## config.mk

```make
export PLATFORM = sky130hd
export DESIGN_NAME = pipe_hazard_ctrl
export DESIGN_NICKNAME = d
export VERILOG_FILES = /design/src/rtl/pipe_hazard_ctrl.sv
export SDC_FILE = /design/constraint.sdc
export NUM_CORES = 1
export LEC_CHECK = 0
export BUFFER_PORTS_ARGS = -buffer_cell sky130_fd_sc_hd__buf_4
export CAP_MARGIN = 40
export CORE_MARGIN = 1
export CORE_UTILIZATION = 55
export CTS_BUF_LIST = sky130_fd_sc_hd__clkbuf_4
export CTS_CLUSTER_DIAMETER = 30
export CTS_CLUSTER_SIZE = 24
export DETAILED_ROUTE_END_ITERATION = 6
export GPL_TIMING_DRIVEN = 1
export PLACE_DENSITY_LB_ADDON = 0.15
export SKIP_CTS_REPAIR_TIMING = 1
export SYNTH_ARGS = -nofsm -noshare
export SYNTH_HDL_FRONTEND = slang
export SYNTH_SLANG_ARGS = --single-unit
```

## constraint.sdc

```tcl
create_clock -name clk -period 5.4 [get_ports clk]
set_clock_uncertainty 0.1 [all_clocks]
set_input_delay 1.08 -clock clk [delete_from_list [all_inputs] [get_ports clk]]
set_output_delay 1.08 -clock clk [all_outputs]
set_load 0.01 [all_outputs]
```

## src/rtl/pipe_hazard_ctrl.sv

```systemverilog
// Pipeline hazard controller: ID-stage forwarding, load-use and memory-wait
// stalls, stage enables/flushes, and saturating performance counters.
module pipe_hazard_ctrl #(
  parameter int RA_W     = 5,
  parameter int CNT_W    = 32,
  parameter int WAIT_MAX = 16
) (
  input  logic             clk,
  input  logic             rst,
  input  logic [RA_W-1:0]  rs1_ID,
  input  logic [RA_W-1:0]  rs2_ID,
  input  logic             rs1use_ID,
  input  logic             rs2use_ID,
  input  logic             Branch_ID,
  input  logic             store_ID,
  input  logic [RA_W-1:0]  rd_EXE,
  input  logic [RA_W-1:0]  rd_MEM,
  input  logic             rd_w_EXE,
  input  logic             rd_w_MEM,
  input  logic             load_EXE,
  input  logic             load_MEM,
  input  logic             store_EXE,
  input  logic [RA_W-1:0]  rs2_EXE,
  input  logic             dmem_req_MEM,
  input  logic             dmem_ready,
  output logic             PC_EN_IF,
  output logic             reg_FD_EN,
  output logic             reg_DE_EN,
  output logic             reg_EM_EN,
  output logic             reg_MW_EN,
  output logic             reg_FD_flush,
  output logic             reg_DE_flush,
  output logic             reg_EM_flush,
  output logic             reg_MW_flush,
  output logic [1:0]       forward_ctrl_A,
  output logic [1:0]       forward_ctrl_B,
  output logic             forward_ctrl_ls,
  input  logic [1:0]       perf_sel,
  output logic [CNT_W-1:0] perf_data,
  output logic             mem_err
);

  localparam int WC_W = $clog2(WAIT_MAX + 1);
  localparam logic [WC_W-1:0] WMAX = WC_W'(WAIT_MAX);

  typedef enum logic {RUN, MEM_WAIT} state_t;

  state_t          state, state_nx;
  logic [WC_W-1:0] wcnt, wcnt_nx;
  logic            set_err;
  logic            mw, lu, lu_eff;
  logic            exe_live, mem_live;
  logic [CNT_W-1:0] cyc, lu_cnt, fl_cnt, mw_cnt;

  assign exe_live = rd_w_EXE && (rd_EXE != '0);
  assign mem_live = rd_w_MEM && (rd_MEM != '0);

  always_comb begin
    forward_ctrl_A = 2'd0;
    if (rs1use_ID && exe_live && !load_EXE && rd_EXE == rs1_ID)
      forward_ctrl_A = 2'd1;
    else if (rs1use_ID && mem_live && rd_MEM == rs1_ID)
      forward_ctrl_A = load_MEM ? 2'd3 : 2'd2;
  end

  always_comb begin
    forward_ctrl_B = 2'd0;
    if (rs2use_ID && exe_live && !load_EXE && rd_EXE == rs2_ID)
      forward_ctrl_B = 2'd1;
    else if (rs2use_ID && mem_live && rd_MEM == rs2_ID)
      forward_ctrl_B = load_MEM ? 2'd3 : 2'd2;
  end

  assign forward_ctrl_ls = store_EXE && load_MEM && mem_live && (rd_MEM == rs2_EXE);

  // A store's data operand can wait for the load in MEM via forward_ctrl_ls.
  assign lu = load_EXE && exe_live &&
              ((rs1use_ID && rd_EXE == rs1_ID) ||
               (rs2use_ID && rd_EXE == rs2_ID && !store_ID));

  always_comb begin
    state_nx = state;
    wcnt_nx  = wcnt;
    set_err  = 1'b0;
    mw       = 1'b0;
    case (state)
      RUN: begin
        if (dmem_req_MEM && !dmem_ready) begin
          mw       = 1'b1;
          state_nx = MEM_WAIT;
          wcnt_nx  = WC_W'(1);
        end
      end
      MEM_WAIT: begin
        if (dmem_ready || wcnt == WMAX) begin
          set_err  = !dmem_ready;
          state_nx = RUN;
          wcnt_nx  = '0;
        end else begin
          mw      = 1'b1;
          wcnt_nx = wcnt + 1'b1;
        end
      end
      default: begin
        state_nx = RUN;
        wcnt_nx  = '0;
      end
    endcase
  end

  always_ff @(posedge clk or posedge rst) begin
    if (rst) begin
      state   <= RUN;
      wcnt    <= '0;
      mem_err <= 1'b0;
    end else begin
      state   <= state_nx;
      wcnt    <= wcnt_nx;
      if (set_err) mem_err <= 1'b1;
    end
  end

  assign lu_eff = lu && !mw;

  always_comb begin
    PC_EN_IF     = !mw && !lu;
    reg_FD_EN    = !mw && !lu;
    reg_DE_EN    = !mw;
    reg_EM_EN    = !mw;
    reg_MW_EN    = 1'b1;
    reg_FD_flush = !mw && !lu && Branch_ID;
    reg_DE_flush = lu_eff;
    reg_EM_flush = 1'b0;
    reg_MW_flush = mw;
  end

  always_ff @(posedge clk or posedge rst) begin
    if (rst) begin
      cyc    <= '0;
      lu_cnt <= '0;
      fl_cnt <= '0;
      mw_cnt <= '0;
    end else begin
      if (cyc != '1) cyc <= cyc + 1'b1;
      if (lu_eff && lu_cnt != '1) lu_cnt <= lu_cnt + 1'b1;
      if (reg_FD_flush && fl_cnt != '1) fl_cnt <= fl_cnt + 1'b1;
      if (mw && mw_cnt != '1) mw_cnt <= mw_cnt + 1'b1;
    end
  end

  always_comb begin
    case (perf_sel)
      2'd0:    perf_data = cyc;
      2'd1:    perf_data = lu_cnt;
      2'd2:    perf_data = fl_cnt;
      default: perf_data = mw_cnt;
    endcase
  end

endmodule

```

Yosys cells after proc, flatten, opt, wreduce, memory -nomap -nowiden

Cells that the tools add are included.

Register bits after elaboration: 135
Logic and storage cells: 77

Eq/ne operators: 13
Reductions and logical operators: 37
Add/subtract/negate cells: 5
Bitwise operators: 1
Multiplexer cells: 14

Operator list:

| operator                                                        | count |
|---|---|
| 32-bit by 1-bit adder with 32-bit output, second input constant | 4 |
| 32-bit != test, second input constant                           | 4 |
| 32-bit case mux with 3 select lines                             | 1 |
| 1-bit logical AND                                               | 27 |
| 5-bit == test                                                   | 5 |
| 5-bit two-way mux                                               | 2 |
| 5-bit case mux with 2 select lines                              | 1 |
| 5-bit nonzero test                                              | 2 |
| 2-bit two-way mux                                               | 4 |
| 5-bit by 1-bit adder with 5-bit output, second input constant   | 1 |
| 5-bit == test, second input constant                            | 1 |
| 1-bit zero test                                                 | 5 |
| 1-bit two-way mux                                               | 5 |
| 2-bit by 1-bit == test with 1-bit output, second input constant | 1 |
| 2-bit == test, second input constant                            | 1 |
| 2-bit zero test                                                 | 1 |
| 1-bit logical OR                                                | 2 |
| 2-bit != test, second input constant                            | 1 |
| 1-bit case mux with 2 select lines                              | 1 |
| 1-bit NOT                                                       | 1 |

Logic depth before layout (Yosys ltp)

Word-level depth: 9
Depth in mapped cells: 10

Worst setup path after synthesis

Ideal clock, no wire load.

Path type: input to output
Start point: input rd_EXE[3]
End point: output reg_FD_EN
Slack: 1.599 ns
Required time: 4.220 ns
Path buffers: 2
Stages on the path: 7
Arrival: 2.621 ns
Path through: xor2_1 > nor4_1 > nand4b_1 > a211oi_2 > clkbuf_1 > nor2_1 > buf_4

Cells in the longest elaborated chain, start to end: 7
Elaborated cells on any way between the ends: 12
Those cells by class: eq/ne: 2; reduce/logical: 10

Ends and longest elaborated chain:

| item                            | line | text |
|---|---|---|
| start, declared                 | 16   | `input logic [RA_W-1:0] rd_EXE,` |
| 5-bit == test                   | 79   | `(rs2use_ID && rd_EXE == rs2_ID && !store_ID));` |
| 1-bit logical AND (2 in series) | 79   |  |
| 1-bit logical OR                | 78   | `((rs1use_ID && rd_EXE == rs1_ID) \|\|` |
| 1-bit logical AND *             | 77   | `assign lu = load_EXE && exe_live &&` |
| 1-bit zero test *               | n/a  |  |
| 1-bit logical AND *             | n/a  |  |
| end, declared                   | 27   | `output logic reg_FD_EN,` |

Every way passes the cells marked *; elsewhere a longest branch is shown, timed or not.

Worst setup path after layout

Start point: input rd_EXE[1]
End point: output reg_DE_flush

Cells in the longest elaborated chain, start to end: 6
Elaborated cells on any way between the ends: 11
Those cells by class: eq/ne: 2; reduce/logical: 9

Ends and longest elaborated chain:

| item                            | line | text |
|---|---|---|
| 5-bit == test                   | 79   |  |
| 1-bit logical AND (2 in series) | 79   |  |
| 1-bit logical OR                | 78   |  |
| 1-bit logical AND *             | 77   |  |
| 1-bit logical AND *             | 123  | `assign lu_eff = lu && !mw;` |
| end, declared                   | 32   | `output logic reg_DE_flush,` |

Marked as above.

==> out/qor.yml <==
floorplanning:
  rows: 42
  core_mm2: 0.0135
  die-area_mm2: 0.0145
  dieHeight_um: 121
  floorplan.initialDensity: 0.573
  die_x_um: 121
  num_io_pins: 87
synthesis:
  async_flop_share: 1.00
  ys_ff_latch: 135
  synth.avg_cell_area_um2: 10.6
  syn_inst: 728
  synth_nets: 774
  syn_area_mm2: 0.00774
  ys.flop_type: "dfrtp_1"
  synth.yosys.seq_area_share: 0.437
  ys_types: 56
  synth_enable_flop_cells: 0
  yosys_warnings: 0
route:
  wl_mm: 19.3
  vias_per_cell: 6.22
  post_drt_wl_per_cell_um: 19.3
  postRouteAntennaNets: 0
  vias: 6209
  firstDrtPassIters: 7
  drt_iter0_drc: 594
  drc: 1
pwr:
  vdd_drop_max_uv: 142
  p_per_area_mw_per_mm2: 244
  p_leak_nw: 3.98
  power_mw: 2.15
timing:
  hold_slack_ns: 0.369
  tightest_slew_ns: 0.813
  post-route-period-util: 0.801
  finalHoldViolations: 0
  final_max_slew_viol_count: 0
  fin_tns_setup_ns: 0
  rsz0062_at_grt: "false"
  period_needed_ns: 4.33
  fmax_mhz: 231
  relSlewSlack: 0.454
  finalSetupViolCount: 0
clock_tree:
  htreeDepth: 4
  cts.sinks: 135
  clkTransAtPathRegs_ns: 0.13
  root_buffer: "clkbuf_4"
  cts_buffers: 17
  clk_latency_ns: 0.56
  clock_path_buffers: 2
  cts_tree: "done"
grt:
  grt_pass1_vias: 5920
  grt_util_met2: 0.443
  antenna_found_initial: 0
  grtUsageTotal: 0.281
  grt-busiest-layer: "met2"
  grtUsageMet3: 0.0542
  grt_pass1_wl_mm: 31.0
  gr-usage-met1: 0.391
  grt_max_degree: 54
  grt.overflow.total: 0
cells_and_area:
  fillerInstances: 1062
  syn_to_final_growth_pct: 14.0
  antenna_cells: 0
  nNetsFinal: 855
  final_area_mm2: 0.00882
  drive_gt1_frac: 0.209
  final_common_cell: "dfrtp_1"
  layout_common_cells: "135 x dfrtp_1, 88 x buf_4, 82 x xor2_1"
critical_path:
  crit_path_start: "rd_EXE[1]"
  worstPathArrival_ns: 3.15
  cp-end-kind: "output pin"
  worstPathRequired_ns: 4.22
  critPathKind: "in2out"
  r2r_cells: 10
  r2r-start: "wcnt[0]$_DFFE_PP0P_"
  startpoint_type: "primary input"
  crit_fanout: 22
status:
  status: "finished with violations"
  violations: "DRC"
worst_hold_path:
  hp-class: "in2async"
placement:
  hpwlAfterDp_mm: 14.6
  placed_area_mm2: 0.00852
  place.gp.congestion: 0.901
  port_buffers: 84
flow_run:
  drv_cap: 0
==> cells by family after synthesis <==
| group | after synthesis | share of synthesized area |
|---|---|---|
| AO/OA/AOI/OAI | 27 | 0.0268 |
| XOR/XNOR | 142 | 0.161 |
| adder cells (fa/ha/maj) | 6 | 0.00970 |
| buffers and inverters | 43 | 0.0244 |
| flip-flops | 135 | 0.437 |
| multiplexers | 38 | 0.102 |
| other | 2 | 0.000970 |
| AND/OR/NAND/NOR | 335 | 0.239 |
==> synth_stat cells (2+ instances only) <==
master      n  area (um^2)
or3_1       4         25.0
nand2b_1    2         12.5
and4_1     10         87.6
o21ai_0     6         30.0
buf_1       4         15.0
mux2_2      5         56.3
nand4b_1    2         17.5
nor2_1     44          165
o21a_1      2         15.0
and2_1      6         37.5
clkbuf_1   12         45.0
nor4_1     19          119
buf_2       7         35.0
nor3b_1     2         15.0
a21o_1      2         15.0
xor2_1     82          718
o31ai_1     4         30.0
nand3_1    57          285
ha_1        6         75.1
xnor2_1    60          526
nand2_1    50          188
mux4_2     32          721
or4_1       4         30.0
and3_1     12         75.1
nor3_1     49          245
inv_1      14         52.6
nor4_4      2         42.5
nand4_1    55          344
nand3b_1    4         30.0
nor4b_1     5         43.8
conb_1      2         7.51
dfrtp_1   135         3380
buf_4       5         37.5
==> report_power, final <==
group | switching (mW) | leakage [nW] | total (mW) | internal [mW]
Sequential | 0.0958 | 1.83 | 1.16 | 1.07
Clock | 0.376 | 0.145 | 0.695 | 0.320
Combinational | 0.148 | 2.01 | 0.294 | 0.146
==> flip-flops by register name, indices dropped and copies added (netlist names) <==
name	count
cyc	32
fl_cnt	32
lu_cnt	32
mw_cnt	32
wcnt	5
mem_err	1
state	1
==> worst max-delay path, cell delays in order <==
cell	delay [ns]
buf_4	0.13
or4_1	0.52
o21ai_1	0.36
nor3_1	0.08
a21bo_2	0.47
inv_1	0.28
buf_4	0.22
==> through the flow <==
step	worst slack, ns	instances	utilization
global placement	1.13	964	0.629
detailed placement	1.08	965	0.631
finish	1.07	998	0.653
global route	0.961	998	0.653
CTS	1.08	997	0.653
floorplan	0.609	728	-
==> worst paths after layout <==
check                      slack, ns                endpoint
min in group clk                0.40     mem_err$_DFFE_PP0P_
min                             0.37     cyc[14]$_DFFE_PP0P_
max reg2reg                     2.39  mw_cnt[19]$_DFFE_PP0P_
max in group asynchronous       3.75   lu_cnt[2]$_DFFE_PP0P_
min reg2reg                     0.40     mem_err$_DFFE_PP0P_
max                             1.07            reg_DE_flush
==> layout make-up <==
class	count	area (um^2)	share of cell area
Clock inverter	14	159	0.0180
Timing Repair Buffer	90	693	0.0786
Multi-Input combinational cell	550	4180	0.474
Tap cell	176	220	0.0250
Clock buffer	18	135	0.0153
Inverter	15	58.8	0.00666
Sequential cell	135	3380	0.383
==> metal layers <==
| metal | vias to the layer above | part of all wire |
|---|---|---|
| met2 | 228 | 0.49 |
| li1 | 2825 | - |
| met3 | 30 | 0.059 |
| met5 | - | 0 |
| met1 | 3126 | 0.44 |
| met4 | 0 | 0.018 |
Note: power is estimated with default switching activity, not from simulation.
